### src/rtl/fetch_buffer.sv
// Fetch buffer: queues translated fetches, issues in-order icache requests,
// matches in-order responses back to entries and presents completed entries to decode.
module fetch_buffer #(
  parameter int unsigned DEPTH = 4
) (
  input  logic        clk,
  input  logic        reset,
  input  logic        flush,
  input  logic        in_valid,
  output logic        in_ready,
  input  logic [31:0] in_paddr,
  input  logic [31:0] in_vaddr,
  input  logic        in_uncached,
  input  logic        in_excp,
  input  logic [3:0]  in_excp_num,
  output logic        ic_req_valid,
  input  logic        ic_req_ready,
  output logic [31:0] ic_req_addr,
  output logic        ic_req_uncached,
  input  logic        ic_resp_valid,
  input  logic [31:0] ic_resp_data,
  output logic        out_valid,
  input  logic        out_ready,
  output logic [31:0] out_pc,
  output logic [31:0] out_inst,
  output logic        out_excp,
  output logic [3:0]  out_excp_num
);

  localparam int unsigned PW = $clog2(DEPTH);
  localparam int unsigned CW = PW + 1;
  localparam int unsigned DW = $clog2(2 * DEPTH) + 1;
  localparam logic [CW-1:0] Full = CW'(DEPTH);

  typedef logic [PW-1:0] ptr_t;
  typedef logic [CW-1:0] cnt_t;

  // Entry payload (not reset)
  logic [31:0] pc_q       [DEPTH];
  logic [31:0] paddr_q    [DEPTH];
  logic [31:0] inst_q     [DEPTH];
  logic [3:0]  excp_num_q [DEPTH];
  logic        unc_q      [DEPTH];
  ptr_t        tag_q      [DEPTH];

  // Entry control bits and pointers
  logic [DEPTH-1:0] excp_q, excp_d, issued_q, issued_d, done_q, done_d;
  ptr_t  head_q, head_d, tail_q, tail_d, issue_q, issue_d, tq_head_q, tq_head_d;
  ptr_t  tq_tail_q, tq_tail_d;
  // iss_cnt counts entries between head and the issue pointer
  cnt_t  count_q, count_d, iss_cnt_q, iss_cnt_d, tq_cnt_q, tq_cnt_d;
  logic [DW-1:0] drop_q, drop_d;

  logic in_fire, iss_pending, req_fire, excp_skip, iss_adv, pop;
  logic resp_live, resp_drop, resp_any;

  // Handshake decode from registered state
  always_comb begin
    in_ready        = (count_q != Full);
    in_fire         = in_valid & in_ready & ~flush;
    iss_pending     = (iss_cnt_q != count_q);
    ic_req_valid    = iss_pending & ~excp_q[issue_q] & ~issued_q[issue_q] & ~flush;
    ic_req_addr     = paddr_q[issue_q];
    ic_req_uncached = unc_q[issue_q];
    req_fire        = ic_req_valid & ic_req_ready;
    // exception entries need no request, the issue pointer just steps past them
    excp_skip       = iss_pending & excp_q[issue_q] & ~flush;
    iss_adv         = req_fire | excp_skip;
    out_valid       = (count_q != '0) & done_q[head_q] & ~flush;
    out_pc          = pc_q[head_q];
    out_inst        = inst_q[head_q];
    out_excp        = excp_q[head_q];
    out_excp_num    = excp_num_q[head_q];
    pop             = out_valid & out_ready;
    resp_drop       = ic_resp_valid & (drop_q != '0);
    resp_live       = ic_resp_valid & (drop_q == '0) & (tq_cnt_q != '0);
    resp_any        = resp_drop | resp_live;
  end

  // Next-state for queue control, tag queue and drop counter
  always_comb begin
    head_d    = head_q;
    tail_d    = tail_q;
    issue_d   = issue_q;
    count_d   = count_q;
    iss_cnt_d = iss_cnt_q;
    tq_head_d = tq_head_q;
    tq_tail_d = tq_tail_q;
    tq_cnt_d  = tq_cnt_q;
    drop_d    = drop_q;
    excp_d    = excp_q;
    issued_d  = issued_q;
    done_d    = done_q;
    if (flush) begin
      head_d    = '0;
      tail_d    = '0;
      issue_d   = '0;
      count_d   = '0;
      iss_cnt_d = '0;
      tq_head_d = '0;
      tq_tail_d = '0;
      tq_cnt_d  = '0;
      excp_d    = '0;
      issued_d  = '0;
      done_d    = '0;
      // every request still in flight becomes a response to throw away
      drop_d    = drop_q + DW'(tq_cnt_q) + DW'(req_fire) - DW'(resp_any);
    end else begin
      if (in_fire) begin
        excp_d[tail_q]   = in_excp;
        issued_d[tail_q] = in_excp;
        done_d[tail_q]   = in_excp;
        tail_d           = tail_q + ptr_t'(1);
      end
      if (req_fire) begin
        issued_d[issue_q] = 1'b1;
        tq_tail_d         = tq_tail_q + ptr_t'(1);
      end
      if (iss_adv) begin
        issue_d = issue_q + ptr_t'(1);
      end
      if (resp_live) begin
        done_d[tag_q[tq_head_q]] = 1'b1;
        tq_head_d                = tq_head_q + ptr_t'(1);
      end
      if (resp_drop) begin
        drop_d = drop_q - DW'(1);
      end
      if (pop) begin
        done_d[head_q]   = 1'b0;
        issued_d[head_q] = 1'b0;
        head_d           = head_q + ptr_t'(1);
      end
      count_d   = count_q + cnt_t'(in_fire) - cnt_t'(pop);
      iss_cnt_d = iss_cnt_q + cnt_t'(iss_adv) - cnt_t'(pop);
      tq_cnt_d  = tq_cnt_q + cnt_t'(req_fire) - cnt_t'(resp_live);
    end
  end

  // Control state with asynchronous active-low reset
  always_ff @(posedge clk or negedge reset) begin
    if (!reset) begin
      head_q    <= '0;
      tail_q    <= '0;
      issue_q   <= '0;
      count_q   <= '0;
      iss_cnt_q <= '0;
      tq_head_q <= '0;
      tq_tail_q <= '0;
      tq_cnt_q  <= '0;
      drop_q    <= '0;
      excp_q    <= '0;
      issued_q  <= '0;
      done_q    <= '0;
    end else begin
      head_q    <= head_d;
      tail_q    <= tail_d;
      issue_q   <= issue_d;
      count_q   <= count_d;
      iss_cnt_q <= iss_cnt_d;
      tq_head_q <= tq_head_d;
      tq_tail_q <= tq_tail_d;
      tq_cnt_q  <= tq_cnt_d;
      drop_q    <= drop_d;
      excp_q    <= excp_d;
      issued_q  <= issued_d;
      done_q    <= done_d;
    end
  end

  // Payload and tag storage, written only on qualified handshakes
  always_ff @(posedge clk) begin
    if (in_fire) begin
      pc_q[tail_q]       <= in_vaddr;
      paddr_q[tail_q]    <= in_paddr;
      unc_q[tail_q]      <= in_uncached;
      excp_num_q[tail_q] <= in_excp_num;
      if (in_excp) begin
        inst_q[tail_q] <= '0;
      end
    end
    if (req_fire) begin
      tag_q[tq_tail_q] <= issue_q;
    end
    if (resp_live && !flush) begin
      inst_q[tag_q[tq_head_q]] <= ic_resp_data;
    end
  end

endmodule

### config.mk
export PLATFORM = sky130hd
export DESIGN_NAME = fetch_buffer
export DESIGN_NICKNAME = d
export VERILOG_FILES = /design/src/rtl/fetch_buffer.sv
export SDC_FILE = /design/constraint.sdc
export NUM_CORES = 1
export LEC_CHECK = 0
export BUFFER_PORTS_ARGS = -buffer_cell sky130_fd_sc_hd__buf_2
export CAP_MARGIN = 10
export CORE_UTILIZATION = 30
export DETAILED_ROUTE_END_ITERATION = 10
export PLACE_DENSITY = 0.46
export SETUP_SLACK_MARGIN = 0.4
export SYNTH_ARGS = -nofsm -noshare
export SYNTH_HDL_FRONTEND = slang
export SYNTH_SLANG_ARGS = --single-unit
export TNS_END_PERCENT = 50
### constraint.sdc
create_clock -name clk -period 5.91 [get_ports clk]
set_clock_uncertainty 0.2 [all_clocks]
set_input_delay 0 -clock clk [delete_from_list [all_inputs] [get_ports clk]]
set_output_delay 0 -clock clk [all_outputs]
set_load 0.02 [all_outputs]
==> flow_results.xml <==
<?xml version="1.0" encoding="UTF-8"?>
<metrics>
  <group name="run_status">
    <metric name="outcome" unit="">complete, no violations</metric>
  </group>
  <group name="routing">
    <metric name="drt-total-wl" unit="um">42430</metric>
    <metric name="detail_route.first_pass.iterations" unit="">5</metric>
    <metric name="drt_drc_violations_left" unit="">0</metric>
    <metric name="drt-initial-drc-count" unit="">447</metric>
    <metric name="routed-via-count" unit="">9665</metric>
    <metric name="avgViaCountPerCell" unit="">4.458</metric>
    <metric name="wl_per_cell" unit="um">19.57</metric>
    <metric name="drt.antenna.violating_nets" unit="">0</metric>
  </group>
  <group name="min_path">
    <metric name="worst_hold_path_type" unit="">in2reg</metric>
  </group>
  <group name="setup_path">
    <metric name="worst_ep_arrival_time" unit="ns">3.63</metric>
    <metric name="type_of_the_worst_setup_path" unit="">reg2reg</metric>
    <metric name="critical_path_peak_fanout" unit="">33</metric>
    <metric name="worstPathRequired" unit="ns">5.91</metric>
    <metric name="critPathCaptureType" unit="">register</metric>
    <metric name="start_kind" unit="">register</metric>
  </group>
  <group name="cells_and_area">
    <metric name="seqCellArea" unit="mm^2">0.01326</metric>
    <metric name="number_of_filler_instances_in_the_final_layout" unit="">5517</metric>
    <metric name="syn_to_final_growth" unit="%">30.29</metric>
    <metric name="nNetsFinal" unit="">1484</metric>
    <metric name="finish.cell_count_without_fillers" unit="">2168</metric>
    <metric name="multiInputGateArea" unit="mm^2">0.004696</metric>
    <metric name="post_route_cells_drive_above_1_share" unit="%">33.00</metric>
  </group>
  <group name="die">
    <metric name="die_area" unit="mm^2">0.06186</metric>
    <metric name="fp.coreArea" unit="mm^2">0.06025</metric>
    <metric name="die_y" unit="um">248.7</metric>
    <metric name="floorplan.rows" unit="">90</metric>
    <metric name="floorplan.initialDensity" unit="%">30.31</metric>
    <metric name="count_of_pins_on_the_block_boundary" unit="">214</metric>
    <metric name="die_x" unit="um">248.7</metric>
  </group>
  <group name="synthesis">
    <metric name="portion_of_synthesized_cell_area_occupied_by_the_leading_cell_type" unit="%">67.75</metric>
    <metric name="synth_cell_types" unit="">44</metric>
    <metric name="synthArstFlopShare" unit="%">7.830</metric>
    <metric name="postSynth.topFlopCell" unit="">edfxtp_1</metric>
    <metric name="ys.warnings.count" unit="">0</metric>
    <metric name="synth_enable_flop_cells" unit="">412</metric>
    <metric name="yosys.area.top_type" unit="">edfxtp_1</metric>
    <metric name="fraction_of_the_yosys_area_taken_by_sequential_cells" unit="%">72.55</metric>
    <metric name="synth_nets" unit="">1075</metric>
    <metric name="synth.avg_cell_area" unit="um^2">19.57</metric>
    <metric name="ys_ff_latch" unit="">447</metric>
    <metric name="syn_inst" unit="">933</metric>
    <metric name="post_synth_instance_area" unit="mm^2">0.01826</metric>
    <metric name="synth_top_cells_by_area" unit="">edfxtp_1 (68%), mux4_2 (13%), dfrtp_1 (4.8%), and2_1 (3.7%), ha_1 (2.0%)</metric>
  </group>
  <group name="placed_design">
    <metric name="detailed_place_hpwl" unit="um">25220</metric>
    <metric name="number_of_input_and_output_port_buffers_inserted" unit="">213</metric>
    <metric name="place.gp.congestion" unit="">0.7313</metric>
    <metric name="placed_cells" unit="">1892</metric>
  </group>
  <group name="grt">
    <metric name="via_count_of_the_first_global_routing_pass" unit="">10560</metric>
    <metric name="gr-usage-all-layers" unit="%">13.82</metric>
    <metric name="grt.overflow.total" unit="">0</metric>
    <metric name="grt_first_pass_wirelength" unit="um">64820</metric>
    <metric name="initial_antenna_violation_count" unit="">3</metric>
    <metric name="grt_start_max_net_pins" unit="">60</metric>
  </group>
  <group name="clock_tree">
    <metric name="clk_path_buf_depth" unit="">3</metric>
    <metric name="postCtsHoldBufs" unit="">179</metric>
    <metric name="cts_tree" unit="">done</metric>
    <metric name="clkLatencyLatePin" unit="ns">0.60</metric>
    <metric name="cts_root_buf" unit="">clkbuf_16</metric>
    <metric name="post_cts_resize_count" unit="">0</metric>
    <metric name="clk_transition_reported_paths" unit="ns">0.06</metric>
    <metric name="htreeDepth" unit="">2</metric>
    <metric name="post-cts-setup-buffer-count" unit="">0</metric>
    <metric name="cts_made_buffers" unit="">51</metric>
    <metric name="clock-sinks" unit="">447</metric>
  </group>
  <group name="power_and_ir_drop">
    <metric name="seqPwrFrac" unit="%">45.9</metric>
    <metric name="power.switching_fraction" unit="%">23.68</metric>
    <metric name="power_frac_clock" unit="%">42.1</metric>
    <metric name="netSwitchingPower" unit="W">0.001872</metric>
    <metric name="total_leakage_power" unit="nW">8.367</metric>
    <metric name="combinationalPowerShare" unit="%">12.0</metric>
    <metric name="power.ir.vdd_worst" unit="V">0.0002360</metric>
    <metric name="power.density_cell_area" unit="mW/mm^2">332.3</metric>
    <metric name="p_int" unit="W">0.006033</metric>
  </group>
  <group name="timing">
    <metric name="report.final.hold_viol_count" unit="">0</metric>
    <metric name="drv_slew" unit="">0</metric>
    <metric name="timing.setup.tns" unit="ns">0</metric>
    <metric name="final_period_minus_worst_setup_slack" unit="ns">3.623</metric>
    <metric name="worst-slew-pin-transition" unit="ns">0.9889</metric>
    <metric name="setup_violations" unit="">0</metric>
    <metric name="fmaxAchievable" unit="MHz">276.0</metric>
    <metric name="rsz0062_at_grt" unit="">no</metric>
    <metric name="fin_worst_hold_slack" unit="ns">0.03035</metric>
    <metric name="slew_headroom" unit="%">34.08</metric>
    <metric name="timing.final.crit_share" unit="%">61.30</metric>
  </group>
  <group name="flow_run">
    <metric name="maxCapViolations" unit="">0</metric>
  </group>
</metrics>
sequential cells by signal, summed over array words and instances, names as in the netlist:
register and count:
count_q 3, done_q 4, drop_q 4, excp_num_q 16
excp_q 4, head_q 2, inst_q 128, iss_cnt_q 3
issue_q 2, issued_q 4, paddr_q 128, pc_q 128
tag_q 8, tail_q 2, tq_cnt_q 3, tq_head_q 2
tq_tail_q 2, unc_q 4
worst max-delay path: stages (launching register included):
cell and delay [ns]:
dfrtp_1 0.37, inv_1 0.13, ha_1 0.19, or3b_4 0.41, or2_0 0.46, nor4b_4 0.33
buf_4 0.37, a21o_2 0.72
placed cells by master, fill, tap and decap left out, types with 20 or more instances in the layout:
master and instances:
and2_1 107, and2_2 22, buf_2 213, clkbuf_16 52
dfrtp_1 31, dlygate4sd3_1 178, edfxtp_1 412, ha_1 29
inv_1 26, mux4_2 107, nor2_1 20
Yosys cell counts (all sizes together) (2+ instances only):
master / n
edfxtp: 412
and2: 129
mux4: 107
clkbuf: 36
dfrtp: 35
ha: 29
inv: 26
nor2: 20
buf: 16
xnor2: 16
mux2i: 14
nand3: 12
and3: 9
nand2: 9
a221oi: 8
a21oi: 7
o21ai: 6
a21o: 5
nor2b: 5
fa: 4
nand3b: 3
nor3: 3
xor2: 3
mux2: 2
nor4b: 2
o31ai: 2
or3: 2
or3b: 2
logic make-up after synthesis:
family / share of synthesized area, %
flops: 72.55
simple gates: 6.879
mux: 14.09
buf+inv: 1.850
compound gates: 1.302
fa+ha+maj: 2.426
xor+xnor: 0.9113
area by class of cell:
cell class | count | share of cell area [%]
flip-flops and latches | 447 | 55.72
inverters | 26 | 0.4102
diodes | 1 | 0.01052
well taps | 782 | 4.112
clock inverters | 31 | 1.777
clock buffers | 65 | 5.674
repair buffers | 408 | 12.56
multi-input cells | 408 | 19.74
power by group through the flow:
stage                     logic, W  clock network, W  registers (W)
final                     0.000952           0.00333        0.00363
after global routing       0.00105           0.00353        0.00364
after CTS                 0.000975           0.00343        0.00363
after detailed placement  0.000873                 0        0.00370
after global placement    0.000877                 0        0.00369
after floorplan           0.000591                 0        0.00368
per-layer routing:
layer / up-vias / routed length [um] / track usage (%)
met5: - / 24 / 0
li1: 4488 / - / -
met1: 4913 / 18330 / 17.60
met3: 62 / 2786 / 4.242
met2: 198 / 20390 / 22.63
met4: 4 / 888 / 4.099
through the flow:
stage / util [%] / setup WS (ns) / instance area, um^2 / total power, W
6_report: 39.49 / 2.287 / 23790 / 0.007906
2_1_floorplan: - / 1.398 / 18260 / 0.004274
3_5_place_dp: 33.56 / 2.248 / 20220 / 0.004568
3_3_place_gp: 33.56 / 2.328 / 20220 / 0.004569
4_1_cts: 39.49 / 2.216 / 23790 / 0.008032
5_1_grt: 39.49 / 2.058 / 23790 / 0.008224
final timing paths:
| kind | slack [ns] | cells after the start | endpoint | start |
|---|---|---|---|---|
| setup reg to reg | 2.29 | 7 | inst_q[1][23]$_SDFFCE_PN0P_ | drop_q[0]$_DFFE_PN0P_ |
| hold reg to reg | 0.36 | 2 | excp_q[0]$_DFFE_PN0P_ | excp_q[0]$_DFFE_PN0P_ |
| setup / recovery | 2.29 | 7 | inst_q[1][23]$_SDFFCE_PN0P_ | drop_q[0]$_DFFE_PN0P_ |
| max in group asynchronous | 5.03 | 4 | head_q[0]$_DFFE_PN0P_ | reset |
| hold / removal | 0.03 | 2 | pc_q[1][11]$_DFFE_PP_ | in_vaddr[11] |
| min in group asynchronous | 0.27 | 4 | tq_head_q[0]$_DFFE_PN0P_ | reset |
No activity file was read; power rests on OpenSTA's default activity.
